===== config.mk =====
export PLATFORM = sky130hd
export DESIGN_NAME = onehot_alu_driver
export DESIGN_NICKNAME = d
export VERILOG_FILES = /design/src/rtl/onehot_alu_driver.sv
export SDC_FILE = /design/constraint.sdc
export NUM_CORES = 1
export LEC_CHECK = 0
export CAP_MARGIN = 10
export CELL_PAD_IN_SITES_DETAIL_PLACEMENT = 2
export CELL_PAD_IN_SITES_GLOBAL_PLACEMENT = 2
export CORE_MARGIN = 2
export CORE_UTILIZATION = 28
export DETAILED_ROUTE_END_ITERATION = 8
export HOLD_SLACK_MARGIN = 0.02
export MAX_ROUTING_LAYER = met4
export PLACE_DENSITY = 0.77
export REMOVE_ABC_BUFFERS = 1
export SLEW_MARGIN = 30
export SYNTH_ARGS = -nofsm -noshare
export SYNTH_HDL_FRONTEND = slang
export SYNTH_SLANG_ARGS = --single-unit
export TNS_END_PERCENT = 50

===== constraint.sdc =====
create_clock -name clk -period 1.8 [get_ports clk]
set_input_delay 0.27 -clock clk [delete_from_list [all_inputs] [get_ports clk]]
set_output_delay 0.27 -clock clk [all_outputs]
set_load 0.02 [all_outputs]

===== src/rtl/onehot_alu_driver.sv =====
`default_nettype none
// ============================================================================
// Module   : onehot_alu_driver
// Purpose  : Sequential front-end for a combinational one-hot ALU. Accepts
//            binary operands/opcode over a valid/ready request channel,
//            drives one-hot operands to the ALU for SETTLE_CYCLES cycles,
//            samples the one-hot result, converts it back to binary and
//            returns it over a valid/ready response channel.
// Ports    : clk, rst (async, active-high)
//            req_valid/req_ready/req_opc/req_a/req_b   request channel
//            rsp_valid/rsp_ready/rsp_result/rsp_overflow/rsp_err  response
//            op_count        completed response handshakes (wraps at 256)
//            alu_inp1/alu_inp2/alu_opc  registered one-hot ALU inputs
//            alu_out/alu_overflow       ALU result inputs
// Config   : define ONEHOT_CHECK_EN to flag captured results whose
//            popcount is not exactly one (rsp_err); otherwise rsp_err = 0.
// Revision : 1.0 - initial release
// ============================================================================
module onehot_alu_driver #(
    parameter int SETTLE_CYCLES = 2     // legal 1..15
) (
    input  logic        clk,
    input  logic        rst,
    input  logic        req_valid,
    output logic        req_ready,
    input  logic [2:0]  req_opc,
    input  logic [3:0]  req_a,
    input  logic [3:0]  req_b,
    output logic        rsp_valid,
    input  logic        rsp_ready,
    output logic [3:0]  rsp_result,
    output logic        rsp_overflow,
    output logic        rsp_err,
    output logic [7:0]  op_count,
    output logic [15:0] alu_inp1,
    output logic [15:0] alu_inp2,
    output logic [2:0]  alu_opc,
    input  logic [15:0] alu_out,
    input  logic        alu_overflow
);

    localparam logic [3:0] c_SETTLE_LOAD = 4'(SETTLE_CYCLES - 1);

    typedef enum logic [1:0] {
        S_IDLE   = 2'd0,
        S_SETTLE = 2'd1,
        S_RESP   = 2'd2
    } state_t;

    state_t      state_q, state_d;
    logic [3:0]  cnt_q, cnt_d;
    logic [15:0] alu_inp1_q, alu_inp1_d;
    logic [15:0] alu_inp2_q, alu_inp2_d;
    logic [2:0]  alu_opc_q, alu_opc_d;
    logic [3:0]  result_q, result_d;
    logic        overflow_q, overflow_d;
    logic        err_q, err_d;
    logic [7:0]  op_count_q, op_count_d;

    logic [3:0]  w_enc;
    logic        w_err;

    // Highest-set-bit encoder: later (higher) indices override lower ones,
    // so an all-zero word yields 0.
    always_comb begin
        w_enc = 4'd0;
        for (int i = 0; i < 16; i++) begin
            if (alu_out[i]) begin
                w_enc = 4'(i);
            end
        end
    end

`ifdef ONEHOT_CHECK_EN
    logic [4:0] w_pop;
    always_comb begin
        w_pop = 5'd0;
        for (int i = 0; i < 16; i++) begin
            w_pop = w_pop + {4'd0, alu_out[i]};
        end
        w_err = (w_pop != 5'd1);
    end
`else
    assign w_err = 1'b0;
`endif

    always_comb begin
        state_d    = state_q;
        cnt_d      = cnt_q;
        alu_inp1_d = alu_inp1_q;
        alu_inp2_d = alu_inp2_q;
        alu_opc_d  = alu_opc_q;
        result_d   = result_q;
        overflow_d = overflow_q;
        err_d      = err_q;
        op_count_d = op_count_q;
        case (state_q)
            S_IDLE: begin
                if (req_valid) begin
                    alu_inp1_d = 16'd1 << req_a;
                    alu_inp2_d = 16'd1 << req_b;
                    alu_opc_d  = req_opc;
                    cnt_d      = c_SETTLE_LOAD;
                    state_d    = S_SETTLE;
                end
            end
            S_SETTLE: begin
                // Counter starts at SETTLE_CYCLES-1, so capture lands exactly
                // SETTLE_CYCLES edges after the accept edge.
                if (cnt_q == 4'd0) begin
                    result_d   = w_enc;
                    overflow_d = alu_overflow;
                    err_d      = w_err;
                    state_d    = S_RESP;
                end else begin
                    cnt_d = cnt_q - 4'd1;
                end
            end
            S_RESP: begin
                if (rsp_ready) begin
                    op_count_d = op_count_q + 8'd1;
                    state_d    = S_IDLE;
                end
            end
            default: begin
                state_d = S_IDLE;
            end
        endcase
    end

    always_ff @(posedge clk or posedge rst) begin
        if (rst) begin
            state_q    <= S_IDLE;
            cnt_q      <= 4'd0;
            alu_inp1_q <= 16'h0001;
            alu_inp2_q <= 16'h0001;
            alu_opc_q  <= 3'b000;
            result_q   <= 4'd0;
            overflow_q <= 1'b0;
            err_q      <= 1'b0;
            op_count_q <= 8'd0;
        end else begin
            state_q    <= state_d;
            cnt_q      <= cnt_d;
            alu_inp1_q <= alu_inp1_d;
            alu_inp2_q <= alu_inp2_d;
            alu_opc_q  <= alu_opc_d;
            result_q   <= result_d;
            overflow_q <= overflow_d;
            err_q      <= err_d;
            op_count_q <= op_count_d;
        end
    end

    // Handshake flags decode directly from state, so they can never both be high.
    assign req_ready    = (state_q == S_IDLE);
    assign rsp_valid    = (state_q == S_RESP);
    assign rsp_result   = result_q;
    assign rsp_overflow = overflow_q;
    assign rsp_err      = err_q;
    assign op_count     = op_count_q;
    assign alu_inp1     = alu_inp1_q;
    assign alu_inp2     = alu_inp2_q;
    assign alu_opc      = alu_opc_q;

endmodule
`default_nettype wire


==> results.json <==
{
  "status": "completed",
  "cts_resized": 2,
  "clkTransAtPathRegs_ns": 0.10,
  "htree_levels": 2,
  "hold_viol": 0,
  "io_buffers": 80,
  "drv_cap": 0,
  "synth_top_cell_area_share_pct": 52.8,
  "grt_usage_pct": 14.9,
  "top_layer": "met4",
  "rsz0062_at_grt": "false",
  "antenna_found_initial": 0,
  "path_delay_family": "buffers and inverters",
  "ios": 83,
  "grt_pass1_wl_um": 11500,
  "vias": 2072,
  "fin_util_pct": 40.8,
  "fillers": 953,
  "leakage_uw": 0.00151,
  "required_ns": 1.53,
  "dr_wl_met2_um": 3210,
  "cts_root_buf": "clkbuf_8",
  "post-route-period-util_pct": 95.0,
  "powerDensity_nw_per_um2": 1320,
  "cts_hold_buf": 0,
  "path_max_fanout": 2,
  "die_w_um": 97.9,
  "place_hpwl_um": 4950,
  "synth_edf_count": 0,
  "multi_input_area_um2": 1010,
  "path_buf_inv": 1,
  "drive_gt1_share_pct": 10.1,
  "drv_slew": 0,
  "irDropWorstVdd_v": 0.000451,
  "synthArstFlopShare_pct": 100,
  "route.detailed.drc": 0,
  "wire_per_inst_um": 15.6,
  "yosys-top-cells-count": "52 x dfrtp_1, 48 x nand2_1, 19 x o31ai_1, 13 x nor2_1, 13 x o41ai_1",
  "antennaDiodeCount": 0,
  "post-cts-setup-buffer-count": 0,
  "drt-initial-drc-count": 40,
  "yosys-top-cells-area": "dfrtp_1 53%, nand2_1 7.3%, o31ai_1 5.8%",
  "skew_ns": 0.0113,
  "fp.dieH_um": 97.9,
  "fin_nets": 349,
  "netlist_area_um2": 2470,
  "core_area_um2": 8640,
  "cts_tree": "built",
  "area_growth_pct": 43.0,
  "yosys.area.top_type": "dfrtp_1",
  "finalSetupViolations": 0,
  "cp.arrival_ns": 1.44,
  "grt_overflow": 0,
  "cpMaxStageDelayCell": "clkdlybuf4s50_1",
  "setup_tns_ns": 0,
  "syn_inst": 230,
  "synth.most_common_cell": "dfrtp_1",
  "ff_latch_area_um2": 1350,
  "wl_met1_um": 3100,
  "grt_max_degree": 55,
  "insertion_delay_ns": 0.31,
  "cp-start-kind": "flip-flop",
  "clockBufferDepth": 2,
  "slowest_delay_ns": 0.61,
  "synthFlopType": "dfrtp_1",
  "reg2reg_from": "cnt_q[0]",
  "die_area_um2": 9570,
  "wl_um": 6620,
  "syn_avg_cell_area_um2": 10.7,
  "hold_class": "in2async",
  "yosys_warnings": 0,
  "met3_length_um": 273,
  "critPathLaunch": "alu_inp2[0]",
  "yosysSeqAreaShare_pct": 54.9,
  "crit_chain": "clkdlybuf4s50_1",
  "path_class": "reg2out",
  "fmax_mhz": 585,
  "cts_made_buffers": 5,
  "first_pass_iters": 4,
  "start_util_pct": 28.6,
  "synth_cell_types": 41,
  "cts.sinks": 54,
  "ant_nets": 0,
  "gp_congestion": 0.738,
  "yosys_register_bits": 54,
  "layout_min_cycle_time_ns": 1.71,
  "viasPerCell": 4.89,
  "grt_pass1_vias": 2372,
  "worstSetupEndpointType": "output port",
  "rows": 34
}
==> logic make-up after synthesis <==
family | after synthesis | synth area share (%)
AO/OA/AOI/OAI | 51 | 15.6
XOR/XNOR | 7 | 2.49
adder cells (fa/ha/maj) | 2 | 1.01
buffers and inverters | 17 | 4.31
flip-flops | 54 | 54.9
multiplexers | 5 | 2.23
other | 1 | 0.152
AND/OR/NAND/NOR | 93 | 19.3
==> where the power goes <==
group          switching [uW]  internal, uW
logic                    1060           959
clock network             407           455
registers                 246          1540
==> tightest hold or removal path: stages <==
cell	delay, ns
clkdlybuf4s50_1	0.41
inv_2	0.07
buf_12	0.26
==> routing by layer <==
layer / vias to the layer above / GRT usage, %
met3: 4 / 3.72
met4: 0 / 2.46
met5: - / -
met1: 1029 / 18.9
li1: 983 / -
met2: 56 / 24.8
==> cell type report <==
class / count / area share, %
Inverter: 6 / 0.639
Clock inverter: 1 / 0.852
Timing Repair Buffer: 89 / 25.3
Multi-Input combinational cell: 159 / 28.6
Tap cell: 108 / 3.83
Sequential cell: 54 / 38.4
Clock buffer: 7 / 2.45
==> cell usage in the layout, fill, tap and decap left out, types with 2 or more instances in the layout <==
cell type | synthesis | routed
inv_1 | 6 | 5
o22a_1 | 3 | 3
nor2_1 | 13 | 13
buf_4 | 2 | 7
o31ai_1 | 19 | 19
dfrtp_1 | 52 | 52
dlygate4sd2_1 | 0 | 2
nand3_2 | 2 | 2
clkdlybuf4s50_1 | 0 | 78
xnor2_1 | 4 | 4
ha_1 | 2 | 2
o21ai_0 | 6 | 6
nand2_1 | 48 | 48
a221oi_1 | 2 | 2
a21oi_1 | 3 | 3
or4_1 | 2 | 2
xor2_1 | 3 | 3
dfstp_2 | 2 | 2
nand3_1 | 4 | 4
buf_12 | 0 | 2
a22o_1 | 2 | 2
o41ai_1 | 13 | 13
clkbuf_8 | 0 | 6
nor2b_1 | 2 | 2
mux2_2 | 4 | 4
nand2b_1 | 11 | 11
==> path summary, 6_finish.rpt <==
check / endpoint / slack (ns) / cells after the start
max: alu_inp2[0] / 0.09 / 1
min: alu_opc[1] / 0.31 / 3
max reg2reg: rsp_result[0] / 0.20 / 6
min reg2reg: alu_inp1[8] / 0.49 / 2
max in group asynchronous: alu_inp2[0] / 1.15 / 3
min in group clk: alu_inp1[8] / 0.49 / 2
==> flip-flops by register name, indices dropped and copies added, names as in the netlist <==
register	cells
alu_inp1	16
alu_inp2	16
op_count	8
cnt_q	4
rsp_result	4
alu_opc	3
state_q	2
rsp_overflow	1
==> per-stage QoR <==
step	instances	power [uW]	cell area, um2	hold WS (ns)	setup WS, ns
finish	424	4670	3530	0.313	0.0904
global route	424	5010	3530	0.378	0.0315
CTS	424	4740	3520	0.339	0.0723
detailed placement	416	3880	3410	0.469	0.112
global placement	416	3810	3410	0.458	0.156
floorplan	219	2860	2380	0.368	0.0512
Note: power is estimated with default switching activity, not from simulation.
